==> config.mk <==
export PLATFORM = sky130hd
export DESIGN_NAME = tag_free_list_flat
export DESIGN_NICKNAME = d
export VERILOG_FILES = /design/src/rtl/rename_pkg.sv /design/src/rtl/tag_free_list_if.sv /design/src/rtl/tag_fl_storage.sv /design/src/rtl/tag_free_list.sv /design/src/flat_wrapper.sv
export SDC_FILE = /design/constraint.sdc
export NUM_CORES = 1
export LEC_CHECK = 0
export ABC_CLOCK_PERIOD_IN_PS = 4500
export BUFFER_PORTS_ARGS = -buffer_cell sky130_fd_sc_hd__buf_2
export CAP_MARGIN = 20
export CELL_PAD_IN_SITES_DETAIL_PLACEMENT = 1
export CELL_PAD_IN_SITES_GLOBAL_PLACEMENT = 1
export CORE_MARGIN = 1
export CORE_UTILIZATION = 24
export CTS_BUF_LIST = sky130_fd_sc_hd__clkbuf_8 sky130_fd_sc_hd__clkbuf_16
export CTS_CLUSTER_DIAMETER = 200
export CTS_CLUSTER_SIZE = 16
export DETAILED_ROUTE_END_ITERATION = 7
export PLACE_DENSITY = 0.45
export SLEW_MARGIN = 20
export SYNTH_ARGS = -nofsm -noshare
export SYNTH_HDL_FRONTEND = slang
export SYNTH_HIERARCHICAL = 1
export SYNTH_SLANG_ARGS = --single-unit
export TNS_END_PERCENT = 1
==> constraint.sdc <==
create_clock -name clock -period 4.5 [get_ports clock]
set_input_delay 0.225 -clock clock [delete_from_list [all_inputs] [get_ports clock]]
set_output_delay 0.225 -clock clock [all_outputs]
set_load 0.05 [all_outputs]
==> src/rtl/rename_pkg.sv <==
// Shared rename-stage definitions used by the tag free list and the map table.
// Contents: tag/pointer/count widths and types, and a 2-bit popcount helper.
// No ports; no optional feature in this file.
package rename_pkg;

  localparam int unsigned TAG_W    = 8;
  localparam int unsigned NUM_ARCH = 32;
  localparam int unsigned NUM_TAGS = 64;
  localparam int unsigned FL_DEPTH = NUM_TAGS - NUM_ARCH;
  localparam int unsigned FL_PTR_W = $clog2(FL_DEPTH);
  localparam int unsigned FL_CNT_W = FL_PTR_W + 1;

  typedef logic [TAG_W-1:0]    tag_t;
  typedef logic [FL_PTR_W-1:0] fl_ptr_t;
  typedef logic [FL_CNT_W-1:0] fl_cnt_t;
  // One spare bit so overflow sums cannot wrap.
  typedef logic [FL_CNT_W:0]   fl_wcnt_t;

  function automatic logic [1:0] popcnt2(input logic [1:0] v);
    return {1'b0, v[0]} + {1'b0, v[1]};
  endfunction

endpackage

==> src/rtl/tag_free_list_if.sv <==
// Dispatch/retire interface of the physical-tag free list.
// Signals:
//   alloc_req[1:0]  dispatch slot requests (bit0 slot 1, bit1 slot 2)
//   alloc_gnt       all requested tags granted (combinational)
//   alloc_tag1/2    show-ahead tags at head / head+1
//   free_valid[1:0], free_tag1/2  retirement frees pushed at tail
//   commit_cnt[1:0] allocated tags made architectural this cycle
//   flush           mispredict recovery
//   free_count      registered speculative free count
//   fl_error        sticky error flag (only with FREELIST_CHECK_EN)
// master = rename/retire side, slave = free list.
interface tag_free_list_if;
  import rename_pkg::*;

  logic [1:0] alloc_req;
  logic       alloc_gnt;
  tag_t       alloc_tag1;
  tag_t       alloc_tag2;
  logic [1:0] free_valid;
  tag_t       free_tag1;
  tag_t       free_tag2;
  logic [1:0] commit_cnt;
  logic       flush;
  fl_cnt_t    free_count;
  logic       fl_error;

  modport master (
    output alloc_req, free_valid, free_tag1, free_tag2, commit_cnt, flush,
    input  alloc_gnt, alloc_tag1, alloc_tag2, free_count, fl_error
  );

  modport slave (
    input  alloc_req, free_valid, free_tag1, free_tag2, commit_cnt, flush,
    output alloc_gnt, alloc_tag1, alloc_tag2, free_count, fl_error
  );

endinterface

==> src/rtl/tag_fl_storage.sv <==
// Free-list entry storage: 2 write ports, 2 asynchronous read ports.
// Reset loads entry i with tag NUM_ARCH+i (all non-architectural tags free).
// Ports:
//   clock, reset            clock and synchronous active-high reset
//   we1_i/waddr1_i/wdata1_i write port 1
//   we2_i/waddr2_i/wdata2_i write port 2 (never same address as port 1)
//   raddr1_i/rdata1_o       read port 1
//   raddr2_i/rdata2_o       read port 2
module tag_fl_storage
  import rename_pkg::*;
(
  input  logic    clock,
  input  logic    reset,
  input  logic    we1_i,
  input  fl_ptr_t waddr1_i,
  input  tag_t    wdata1_i,
  input  logic    we2_i,
  input  fl_ptr_t waddr2_i,
  input  tag_t    wdata2_i,
  input  fl_ptr_t raddr1_i,
  input  fl_ptr_t raddr2_i,
  output tag_t    rdata1_o,
  output tag_t    rdata2_o
);

  tag_t mem_q [FL_DEPTH];

  always_ff @(posedge clock) begin
    if (reset) begin
      for (int unsigned i = 0; i < FL_DEPTH; i++) begin
        mem_q[i] <= tag_t'(NUM_ARCH + i);
      end
    end else begin
      if (we1_i) mem_q[waddr1_i] <= wdata1_i;
      if (we2_i) mem_q[waddr2_i] <= wdata2_i;
    end
  end

  assign rdata1_o = mem_q[raddr1_i];
  assign rdata2_o = mem_q[raddr2_i];

endmodule

==> src/rtl/tag_free_list.sv <==
// Physical-tag free list: circular buffer of free tags with a speculative
// head (dispatch allocation), a committed head (retirement) and a tail
// (frees). Flush snaps the speculative head back to the committed head.
// Ports:
//   clock  single clock, posedge
//   reset  synchronous active-high reset
//   fl     tag_free_list_if.slave (alloc/free/commit/flush/status)
// Optional feature: define FREELIST_CHECK_EN to build the sticky fl_error
// checker (overflow, over-commit, illegal slot-2-only request); overflowing
// pushes are then dropped. Undefined: fl_error is tied low.
module tag_free_list
  import rename_pkg::*;
(
  input  logic                  clock,
  input  logic                  reset,
  tag_free_list_if.slave        fl
);

  fl_ptr_t head_q, head_d;
  fl_ptr_t chead_q, chead_d;
  fl_ptr_t tail_q, tail_d;
  fl_cnt_t spec_q, spec_d;
  fl_cnt_t cmt_q, cmt_d;

  logic [1:0] nreq;
  logic [1:0] nfree;
  logic [1:0] nfree_eff;
  logic       gnt;
  logic       push_ok;

  assign nreq  = popcnt2(fl.alloc_req);
  assign nfree = popcnt2(fl.free_valid);

  // Grant uses the registered count only; same-cycle frees are not bypassed.
  assign gnt = (nreq != 2'd0) && !fl.flush && (spec_q >= fl_cnt_t'(nreq));

`ifdef FREELIST_CHECK_EN
  logic overflow;
  logic bad_commit;
  logic bad_req;
  logic err_q;

  // cmt + freed > DEPTH + commit_cnt, rearranged so nothing can underflow.
  assign overflow   = (fl_wcnt_t'(cmt_q) + fl_wcnt_t'(nfree)) >
                      (fl_wcnt_t'(FL_DEPTH) + fl_wcnt_t'(fl.commit_cnt));
  // Allocated-but-uncommitted tags = committed free count - speculative count.
  assign bad_commit = fl_cnt_t'(fl.commit_cnt) > (cmt_q - spec_q);
  assign bad_req    = (fl.alloc_req == 2'b10);
  assign push_ok    = !overflow;

  always_ff @(posedge clock) begin
    if (reset) err_q <= 1'b0;
    else       err_q <= err_q | overflow | bad_commit | bad_req;
  end

  assign fl.fl_error = err_q;
`else
  assign push_ok     = 1'b1;
  assign fl.fl_error = 1'b0;
`endif

  assign nfree_eff = push_ok ? nfree : 2'd0;

  always_comb begin
    head_d  = head_q + (gnt ? fl_ptr_t'(nreq) : '0);
    chead_d = chead_q + fl_ptr_t'(fl.commit_cnt);
    tail_d  = tail_q + fl_ptr_t'(nfree_eff);
    cmt_d   = cmt_q - fl_cnt_t'(fl.commit_cnt) + fl_cnt_t'(nfree_eff);
    spec_d  = spec_q - (gnt ? fl_cnt_t'(nreq) : '0) + fl_cnt_t'(nfree_eff);
    // Frees and commits of the flush cycle land first, then head snaps back.
    if (fl.flush) begin
      head_d = chead_d;
      spec_d = cmt_d;
    end
  end

  always_ff @(posedge clock) begin
    if (reset) begin
      head_q  <= '0;
      chead_q <= '0;
      tail_q  <= '0;
      spec_q  <= fl_cnt_t'(FL_DEPTH);
      cmt_q   <= fl_cnt_t'(FL_DEPTH);
    end else begin
      head_q  <= head_d;
      chead_q <= chead_d;
      tail_q  <= tail_d;
      spec_q  <= spec_d;
      cmt_q   <= cmt_d;
    end
  end

  // A lone slot-2 free is compacted onto write port 1 at tail.
  tag_fl_storage u_storage (
    .clock    (clock),
    .reset    (reset),
    .we1_i    (push_ok && (fl.free_valid != 2'b00)),
    .waddr1_i (tail_q),
    .wdata1_i (fl.free_valid[0] ? fl.free_tag1 : fl.free_tag2),
    .we2_i    (push_ok && (fl.free_valid == 2'b11)),
    .waddr2_i (tail_q + fl_ptr_t'(1)),
    .wdata2_i (fl.free_tag2),
    .raddr1_i (head_q),
    .raddr2_i (head_q + fl_ptr_t'(1)),
    .rdata1_o (fl.alloc_tag1),
    .rdata2_o (fl.alloc_tag2)
  );

  assign fl.alloc_gnt  = gnt;
  assign fl.free_count = spec_q;

endmodule
==> src/flat_wrapper.sv <==
// flat-port wrapper written by rule: the top's interface ports become plain ports
module tag_free_list_flat import rename_pkg::*;
  (clock, reset, fl_alloc_req, fl_free_valid, fl_free_tag1, fl_free_tag2, fl_commit_cnt, fl_flush, fl_alloc_gnt, fl_alloc_tag1, fl_alloc_tag2, fl_free_count, fl_fl_error);
  tag_free_list_if fl_i ();
  input  logic clock;
  input  logic reset;
  input wire logic [$bits(fl_i.alloc_req)-1:0] fl_alloc_req;
  input wire logic [$bits(fl_i.free_valid)-1:0] fl_free_valid;
  input wire logic [$bits(fl_i.free_tag1)-1:0] fl_free_tag1;
  input wire logic [$bits(fl_i.free_tag2)-1:0] fl_free_tag2;
  input wire logic [$bits(fl_i.commit_cnt)-1:0] fl_commit_cnt;
  input wire logic [$bits(fl_i.flush)-1:0] fl_flush;
  output wire logic [$bits(fl_i.alloc_gnt)-1:0] fl_alloc_gnt;
  output wire logic [$bits(fl_i.alloc_tag1)-1:0] fl_alloc_tag1;
  output wire logic [$bits(fl_i.alloc_tag2)-1:0] fl_alloc_tag2;
  output wire logic [$bits(fl_i.free_count)-1:0] fl_free_count;
  output wire logic [$bits(fl_i.fl_error)-1:0] fl_fl_error;
  assign fl_i.alloc_req = fl_alloc_req;
  assign fl_i.free_valid = fl_free_valid;
  assign fl_i.free_tag1 = fl_free_tag1;
  assign fl_i.free_tag2 = fl_free_tag2;
  assign fl_i.commit_cnt = fl_commit_cnt;
  assign fl_i.flush = fl_flush;
  assign fl_alloc_gnt = fl_i.alloc_gnt;
  assign fl_alloc_tag1 = fl_i.alloc_tag1;
  assign fl_alloc_tag2 = fl_i.alloc_tag2;
  assign fl_free_count = fl_i.free_count;
  assign fl_fl_error = fl_i.fl_error;
  tag_free_list u_core (.clock(clock), .reset(reset), .fl(fl_i));
endmodule
==> flow_metrics.tcl, run 1 <==
set metrics [dict create \
    drc 0 \
    finalHoldViolations 0 \
    grt.overflow.total 0 \
    area_delta_synth_final_pct 11.77 \
    r2r_end "u_core/u_storage/mem_q[0][1]" \
    wl_per_cell_um 32.76 \
    async_reset_ff_share_pct 0 \
    timing.rr.start "u_core/tail_q[1]" \
    ios 49 \
    drv_slew 0 \
    worstHoldPathCells 3 \
    hold_buffers 0 \
    finalCriticalPeriod_ns 3.741 \
    die-area_sq_um 74080 \
    skew_ns 0.01612 \
    yosysSeqAreaShare_pct 46.97 \
    fmaxAchievable_mhz 267.3 \
    crit_path_frequent_cell "mux4_2" \
    coreArea_sq_um 71850 \
    syn_area_sq_um 17520 \
    powerDensity_nw_per_um2 384.1 \
    grt_max_degree 70 \
    viasPerCell 5.615 \
    drt_iter0_markers 1337 \
    leakagePower_uw 0.006171 \
    final_cell_mix "edfxtp_1, mux4_2, a22o_1, a2bb2oi_1, nand2_1" \
    tightest_slew_ns 1.173 \
    cp.required_ns 4.28 \
    rsz0062_at_grt "false" \
    fin_crit_sh_pct 83.14 \
    drive_gt1_share_pct 28.53 \
    yosys-top-cells-area "edfxtp_1, mux4_2, a22o_1" \
    nets 1302 \
    outcome "finished clean" \
    cts-buffers-inserted 21 \
    ant_nets 0 \
    cts_tree "built" \
    h-tree-depth 1 \
    path_clk_slew_ns 0.08 \
    reg2reg_depth 7 \
    ys_seq_elements 283 \
    port_buffers 47 \
    die_w_um 272.2 \
    cp-start-kind "flip-flop" \
    grt_usage_pct 19.43 \
    clk_path_buf_depth 3 \
    synth_edf_count 256 \
    cap_violations 0 \
    cts_sinks 283 \
    instances_no_fill 2205 \
    crit_chain "ha_4 > buf_4 > mux4_2 > mux4_2 > mux2_2 > buf_2" \
    critPathSlowestCell "ha_4" \
    critical_path_class "reg2out" \
    die_h_um 272.2 \
    synth_largest_area_cell "edfxtp_1" \
    regToRegSetupSlack_ns 1.13 \
    start_util_pct 24.38 \
    first_global_vias 12659 \
    postCtsSetupBuffers 0 \
    synthDistinctLibCells 55 \
    fillerInstances 7773 \
    routed_wirelength_um 72240 \
    antennaDiodeCount 0 \
    rows 98 \
    finalSetupTns_ns 0 \
    cp-end-kind "output port" \
    grt_pass1_wl_um 102500 \
    irDropWorstVdd_mv 0.2673 \
    drt_pass1_iterations 5 \
    vias 12381 \
    cts_resized 0 \
    syn_avg_cell_area_sq_um 14.09 \
    cp.arrival_ns 3.52 \
    ys.warnings.count 6 \
    yosys.area.top_type_share_pct 43.88 \
    setup_viol 0 \
    clkLatencyLatePin_ns 0.55 \
    min_from "fl_commit_cnt[0]" \
    synth_cells 1243 \
    final_common_cell "edfxtp_1" \
    maxSlewHeadroom_pct 21.70 \
    hold_class "in2reg" \
    syn_nets 1304 \
    gp_congestion 0.8133 \
    dp_cells 2168 \
    synthFlopType "edfxtp_1" \
    cp_max_fo 22 \
    ctsRootBufferMaster "clkbuf_16" \
    max_stage_delay_ns 0.64 \
    whs_endpoint "u_core/chead_q[0]" \
    antenna_found_initial 4 \
    post-dp-hpwl_um 49160 \
]
report_power, final:
group	leakage [uW]	internal [uW]	total, uW	switching (uW)
registers	0.00248	2990	3090	98.5
clock network	0.000339	850	1890	1040
logic	0.00335	970	2540	1570
worst max-delay path by stage:
| stage | to | start | cells past startpoint |
|---|---|---|---|
| after floorplan | u_core/fl.free_count[5] | u_core/fl.free_count[0] | 15 |
| after global placement | u_core/fl.free_count[5] | fl_alloc_req[0] | 17 |
| after detailed placement | u_core/fl.free_count[5] | fl_alloc_req[0] | 17 |
| after CTS | fl_alloc_tag2[1] | u_core/head_q[1] | 6 |
| after global routing | fl_alloc_tag2[2] | u_core/head_q[1] | 6 |
| final | fl_alloc_tag2[2] | u_core/head_q[1] | 6 |
state kept, by name (all words and copies together), names as in the netlist:
signal                  cells
u_core/head_q               5
u_core/fl.free_count        6
u_core/tail_q               5
u_core/cmt_q                6
u_core/u_storage/mem_q    256
u_core/chead_q              5
synth_stat cells (20+ instances only):
library cell and count:
edfxtp_1 256, mux4_2 160, a22o_1 144, a2bb2oi_1 111
clkbuf_1 79, nand2_1 68, nor2_1 54, inv_1 44
a21oi_1 43, ha_1 29, dfxtp_1 27, mux2_2 24
a211oi_2 22, buf_1 20
stage by stage:
step / hold WS [ns] / worst slack [ns] / total power [uW] / utilization [%] / instance area [sq um]
2_1_floorplan: 0.4340 / 1.293 / 4843 / - / 17520
4_1_cts: 0.05008 / 0.6611 / 7609 / 27.24 / 19570
6_report: 0.06645 / 0.7586 / 7521 / 27.25 / 19580
5_1_grt: 0.09917 / 0.6126 / 7829 / 27.25 / 19580
3_5_place_dp: 0.5242 / 1.100 / 5710 / 26.42 / 18980
3_3_place_gp: 0.5092 / 1.115 / 5703 / 26.41 / 18970
routing by layer:
| layer | GRT usage, % | wire [um] | up-vias |
|---|---|---|---|
| met2 | 30.31 | 32750 | 452 |
| li1 | - | - | 5126 |
| met3 | 2.565 | 4215 | 79 |
| met5 | 0 | 31 | - |
| met1 | 28.47 | 33630 | 6720 |
| met4 | 4.376 | 1602 | 4 |
final cells by class:
cell class                      count  area [sq um]  area share [%]
Inverter                           45         168.9          0.8627
Sequential cell                   283          8235           42.06
Clock buffer                       21         525.5           2.684
Clock inverter                     16         63.81          0.3259
Multi-Input combinational cell    789          8707           44.47
Timing Repair Buffer              101         690.7           3.527
Tap cell                          950          1189           6.071
critical path, delay by kind of cell (launching register included):
kind       cells  cell delay (ns)
buf+inv        2             0.52
mux            3             1.41
fa+ha+maj      1             0.64
flops          1             0.39
logic make-up after synthesis:
group | count (synthesis) | synth area share (%)
AOI/OAI and AO/OA | 352 | 16.93
DFF | 283 | 46.97
other | 1 | 0.02141
buffers and inverters | 171 | 4.128
xor gates and xnor gates | 20 | 0.9999
adders and majority gates | 36 | 2.871
and+or+nand+nor | 193 | 5.800
muxes | 187 | 22.28
No activity file was read; power rests on OpenSTA's default activity.
==> run 2, diff against run 1 <==
--- a/config.mk
+++ b/config.mk
@@ -5,7 +5,7 @@
 export SDC_FILE = /design/constraint.sdc
 export NUM_CORES = 1
 export LEC_CHECK = 0
-export ABC_CLOCK_PERIOD_IN_PS = 4500
+export ABC_CLOCK_PERIOD_IN_PS = 3800
 export BUFFER_PORTS_ARGS = -buffer_cell sky130_fd_sc_hd__buf_2
 export CAP_MARGIN = 20
 export CELL_PAD_IN_SITES_DETAIL_PLACEMENT = 1
==> constraint.sdc (replaced) <==
create_clock -name clock -period 3.8 [get_ports clock]
set_input_delay 0.19 -clock clock [delete_from_list [all_inputs] [get_ports clock]]
set_output_delay 0.19 -clock clock [all_outputs]
set_load 0.05 [all_outputs]
==> flow_metrics.tcl, run 2 (synthesis gave the netlist of run 1 again) <==
set metrics [dict create \
    outcome "finished clean" \
    maxSlewHeadroom_pct 27.96 \
    die-area_sq_um 74080 \
    ctsRootBufferMaster "clkbuf_16" \
    drc 0 \
    cp_max_fo 32 \
    cts_sinks 283 \
    first_global_vias 12653 \
    power.switching_uw 3188 \
    setup_viol 0 \
    rows 98 \
    tightest_slew_ns 1.074 \
    area_delta_synth_final_pct 13.13 \
    finalCriticalPeriod_ns 3.673 \
    antenna_found_initial 3 \
    finalSetupTns_ns 0 \
    power_switching_share_pct 35.79 \
    total_power_uw 8908 \
    port_buffers 47 \
    drv_slew 0 \
    regToRegSetupSlack_ns 0.53 \
    antennaDiodeCount 0 \
    viasPerCell 5.585 \
    drive_gt1_share_pct 30.07 \
    cap_violations 0 \
    hold_buffers 0 \
    rsz0062_at_grt "false" \
    pwr-share-clk_pct 24.4 \
    cp-end-kind "output port" \
    critPathBufInv 2 \
    cp.depth 7 \
    hold_class "in2reg" \
    vias 12437 \
    largest_register_ff_count 256 \
    routed_wirelength_um 72190 \
    fmaxAchievable_mhz 272.3 \
    grt_max_degree 67 \
    clkLatencyLatePin_ns 0.56 \
    fin_ws_ns 0.1275 \
    worstHoldPathCells 2 \
    cts_resized 0 \
    drt_iter0_markers 1170 \
    r2r_end "u_core/u_storage/mem_q[11][4]" \
    crit_family "multiplexers" \
    postCtsSetupBuffers 0 \
    grt_pass1_wl_um 100900 \
    critPathSlowestCell "dfxtp_4" \
    grt_usage_pct 19.28 \
    cp.arrival_ns 3.48 \
    cp.required_ns 3.61 \
    share_comb_of_total_power_pct 34.3 \
    coreArea_sq_um 71850 \
    h-tree-depth 1 \
    nets 1332 \
    grt.overflow.total 0 \
    irDropWorstVdd_mv 0.2802 \
    post-place-ws_ns 0.4043 \
    cts-buffers-inserted 21 \
    p_seq_share_pct 41.2 \
    max_stage_delay_ns 0.62 \
    multiInputGateArea_sq_um 8690 \
    fillerInstances 7748 \
    whs_endpoint "u_core/fl.free_count[2]" \
    wl_per_cell_um 32.41 \
    reg2reg_depth 5 \
    p_int_uw 5720 \
    crit_path_frequent_cell "mux4_2" \
    powerDensity_nw_per_um2 449.5 \
    ant_nets 0 \
    path_clk_slew_ns 0.08 \
    clk_path_buf_depth 3 \
    register_area_sq_um 8235 \
    crit_chain "ha_4 > xor2_4 > buf_12 > mux4_2 > mux4_2 > mux2_2 > buf_2" \
    ios 49 \
    finalHoldViolations 0 \
    cts_tree "built" \
    drt_pass1_iterations 5 \
    fin_crit_sh_pct 96.64 \
    leakagePower_uw 0.006287 \
    post-dp-hpwl_um 49820 \
    gp_congestion 0.8334 \
    cp-start-kind "flip-flop" \
    min_from "fl_flush" \
    final_cell_mix "edfxtp_1, mux4_2, a22o_1, a2bb2oi_1, buf_4" \
    die_h_um 272.2 \
    critical_path_class "reg2out" \
    final_common_cell "edfxtp_1" \
    start_util_pct 24.38 \
    skew_ns 0.02392 \
    timing.rr.start "u_core/tail_q[1]" \
    largest_register "u_core/u_storage/mem_q" \
    die_w_um 272.2 \
]
-- run 2: power groups by stage --
stage | combinational, uW | clock (uW) | sequential [uW]
3_5_place_dp | 3070 | 0 | 3750
6_report | 3060 | 2180 | 3670
5_1_grt | 3230 | 2330 | 3700
2_1_floorplan | 1980 | 0 | 3760
3_3_place_gp | 3060 | 0 | 3740
4_1_cts | 3080 | 2250 | 3680
-- run 2: metal layers --
| layer | vias up | GRT usage, % | routed length (um) |
|---|---|---|---|
| li1 | 5168 | - | - |
| met3 | 89 | 3.059 | 4625 |
| met2 | 483 | 29.83 | 32470 |
| met4 | 4 | 5.633 | 2237 |
| met5 | - | 0 | 37 |
| met1 | 6693 | 27.63 | 32820 |
-- run 2: cell type report --
class,instances,share of cell area (%)
inverter,45,0.8523
multi-input combinational,789,43.84
clock inverter,8,0.1641
tap,950,5.997
clock buffer,21,2.652
timing repair buffer,131,4.937
sequential,283,41.55
-- run 2: worst max-delay path by stage --
stage | start | end | slack [ns]
after global routing | u_core/head_q[1] | fl_alloc_tag2[3] | 0.06
final | u_core/head_q[1] | fl_alloc_tag2[3] | 0.13
after detailed placement | fl_alloc_req[0] | u_core/fl.free_count[5] | 0.40
after global placement | fl_alloc_req[0] | u_core/fl.free_count[5] | 0.43
after CTS | u_core/head_q[1] | fl_alloc_tag2[3] | 0.10
after floorplan | u_core/fl.free_count[0] | u_core/fl.free_count[5] | 0.59
-- run 2: per-stage QoR --
| step | utilization, % | std cells | area, sq um | hold slack [ns] |
|---|---|---|---|---|
| 4_1_cts | 27.58 | 2227 | 19820 | 0.04834 |
| 3_3_place_gp | 26.81 | 2198 | 19260 | 0.5028 |
| 3_5_place_dp | 26.81 | 2198 | 19260 | 0.5175 |
| 5_1_grt | 27.58 | 2227 | 19820 | 0.07622 |
| 6_report | 27.58 | 2227 | 19820 | 0.06133 |
| 2_1_floorplan | - | 1243 | 17520 | 0.3990 |
==> run 3, diff against run 2 <==
--- a/config.mk
+++ b/config.mk
@@ -8,15 +8,14 @@
 export ABC_CLOCK_PERIOD_IN_PS = 3800
 export BUFFER_PORTS_ARGS = -buffer_cell sky130_fd_sc_hd__buf_2
 export CAP_MARGIN = 20
-export CELL_PAD_IN_SITES_DETAIL_PLACEMENT = 1
-export CELL_PAD_IN_SITES_GLOBAL_PLACEMENT = 1
 export CORE_MARGIN = 1
 export CORE_UTILIZATION = 24
 export CTS_BUF_LIST = sky130_fd_sc_hd__clkbuf_8 sky130_fd_sc_hd__clkbuf_16
 export CTS_CLUSTER_DIAMETER = 200
 export CTS_CLUSTER_SIZE = 16
 export DETAILED_ROUTE_END_ITERATION = 7
-export PLACE_DENSITY = 0.45
+export GPL_TIMING_DRIVEN = 0
+export PLACE_DENSITY = 0.4
 export SLEW_MARGIN = 20
 export SYNTH_ARGS = -nofsm -noshare
 export SYNTH_HDL_FRONTEND = slang
==> flow_metrics.tcl, run 3 (synthesis gave the netlist of run 1 again) <==
set metrics [dict create \
    outcome "finished, violations left" \
    violations "negative setup slack" \
    irDropWorstVdd_mv 0.2936 \
    critical_path_class "reg2out" \
    final_common_cell "edfxtp_1" \
    p_int_uw 5686 \
    setup_viol 1 \
    cts-buffers-inserted 21 \
    clk_path_buf_depth 3 \
    grt_usage_pct 20.35 \
    path_clk_slew_ns 0.07 \
    cp.arrival_ns 3.62 \
    coreArea_sq_um 71850 \
    nets 1378 \
    port_buffers 46 \
    instances_no_fill 2273 \
    drt_pass1_iterations 5 \
    fin_crit_sh_pct 100.3 \
    hold_buffers 0 \
    finalCriticalPeriod_ns 3.812 \
    skew_ns 0.02401 \
    finalHoldViolations 0 \
    drive_gt1_share_pct 26.38 \
    routed_wirelength_um 76130 \
    drc 0 \
    pwr-share-clk_pct 24.3 \
    vias 12922 \
    cap_violations 0 \
    drv_slew 0 \
    cp.required_ns 3.61 \
    first_global_vias 12877 \
    p_seq_share_pct 41.0 \
    postCtsSetupBuffers 0 \
    largest_register_ff_count 256 \
    powerDensity_nw_per_um2 453.0 \
    fmaxAchievable_mhz 262.3 \
    start_util_pct 24.38 \
    die-area_sq_um 74080 \
    cts_sinks 283 \
    cts_tree "built" \
    final_cell_mix "edfxtp_1, mux4_2, a22o_1, a2bb2oi_1, clkbuf_1" \
    ant_nets 0 \
    maxSlewHeadroom_pct 17.22 \
    wl_per_cell_um 33.49 \
    leakagePower_uw 0.006110 \
    die_h_um 272.2 \
    hold_class "in2reg" \
    clkLatencyLatePin_ns 0.56 \
    fin_ws_ns -0.01224 \
    total_power_uw 8909 \
    h-tree-depth 1 \
    tightest_slew_ns 1.238 \
    cp-end-kind "output port" \
    die_w_um 272.2 \
    post-dp-hpwl_um 57680 \
    largest_register "u_core/u_storage/mem_q" \
    viasPerCell 5.685 \
    share_comb_of_total_power_pct 34.7 \
    fillerInstances 7466 \
    area_delta_synth_final_pct 12.26 \
    dp_cells 2244 \
    gp_congestion 1.000 \
    power.switching_uw 3223 \
    grt.overflow.total 0 \
    grt_max_degree 18 \
    antenna_found_initial 3 \
    cp-start-kind "flip-flop" \
    drt_iter0_markers 1429 \
    ctsRootBufferMaster "clkbuf_16" \
    power_switching_share_pct 36.18 \
    ios 49 \
    rows 98 \
    grt_pass1_wl_um 105000 \
    antennaDiodeCount 0 \
    cp_max_fo 10 \
    rsz0062_at_grt "true" \
]
run 3: power groups by stage:
| stage | Combinational [uW] | Clock [uW] | Sequential (uW) |
|---|---|---|---|
| after floorplan | 1980 | 0 | 3760 |
| after global placement | 3030 | 0 | 3720 |
| after detailed placement | 3040 | 0 | 3720 |
| after CTS | 3070 | 2230 | 3650 |
| after global routing | 3260 | 2310 | 3670 |
| final | 3090 | 2160 | 3660 |
run 3: final cells by class:
type                       instances  area (sq um)  share of cell area [%]
buffer                           126         599.3                   3.048
clock buffer                      21         525.5                   2.672
clock inverter                     8         33.78                  0.1718
inverter                          45         168.9                  0.8589
multi-input combinational        789          8653                   44.00
sequential                       283          8230                   41.85
tap                              950          1189                   6.044
timing repair buffer              51         265.3                   1.349
run 3: worst paths after layout:
kind,end,depth (start not counted),slack [ns],from
max,fl_alloc_tag1[0],6,-0.01,u_core/head_q[2]
min,u_core/head_q[3],2,0.03,fl_flush
max reg2reg,u_core/u_storage/mem_q[8][3],6,0.06,u_core/tail_q[2]
min reg2reg,u_core/chead_q[4],2,0.53,u_core/chead_q[4]
run 3: through the flow:
step                setup TNS, ns  util (%)  setup slack, ns  hold slack, ns  cell area, sq um
finish                   -0.01224     27.37         -0.01224         0.02801             19670
global placement           -7.769     26.35          -0.3212          0.5013             18940
floorplan                       0         -           0.5928          0.3990             17520
global route              -0.1437     27.37         -0.05727         0.05109             19670
detailed placement         -1.911     26.49          -0.2661          0.5165             19030
CTS                      -0.03079     27.34         -0.01841        0.005239             19640
run 3: routing by layer:
layer | up-vias | share of wire (%) | routed length (um) | GRT usage [%]
met4 | 0 | 4.6 | 3472 | 8.146
li1 | 5265 | - | - | -
met3 | 111 | 7.8 | 5940 | 3.800
met2 | 648 | 44 | 33410 | 30.95
met1 | 6898 | 44 | 33310 | 28.39
met5 | - | 0 | 0 | 0
run 3: critical path, stage by stage (launching register included):
cell      delay [ns]
dfxtp_1         0.32
clkbuf_2        0.40
buf_1           0.72
mux4_2          0.49
mux4_2          0.54
mux2_2          0.34
buf_2           0.23
run 3: what timing repair did:
item / in CTS / in global routing
pin swaps: 0 / 0
endpoints found under the setup margin: 24 / 18
gates resized for setup: 34 / 3
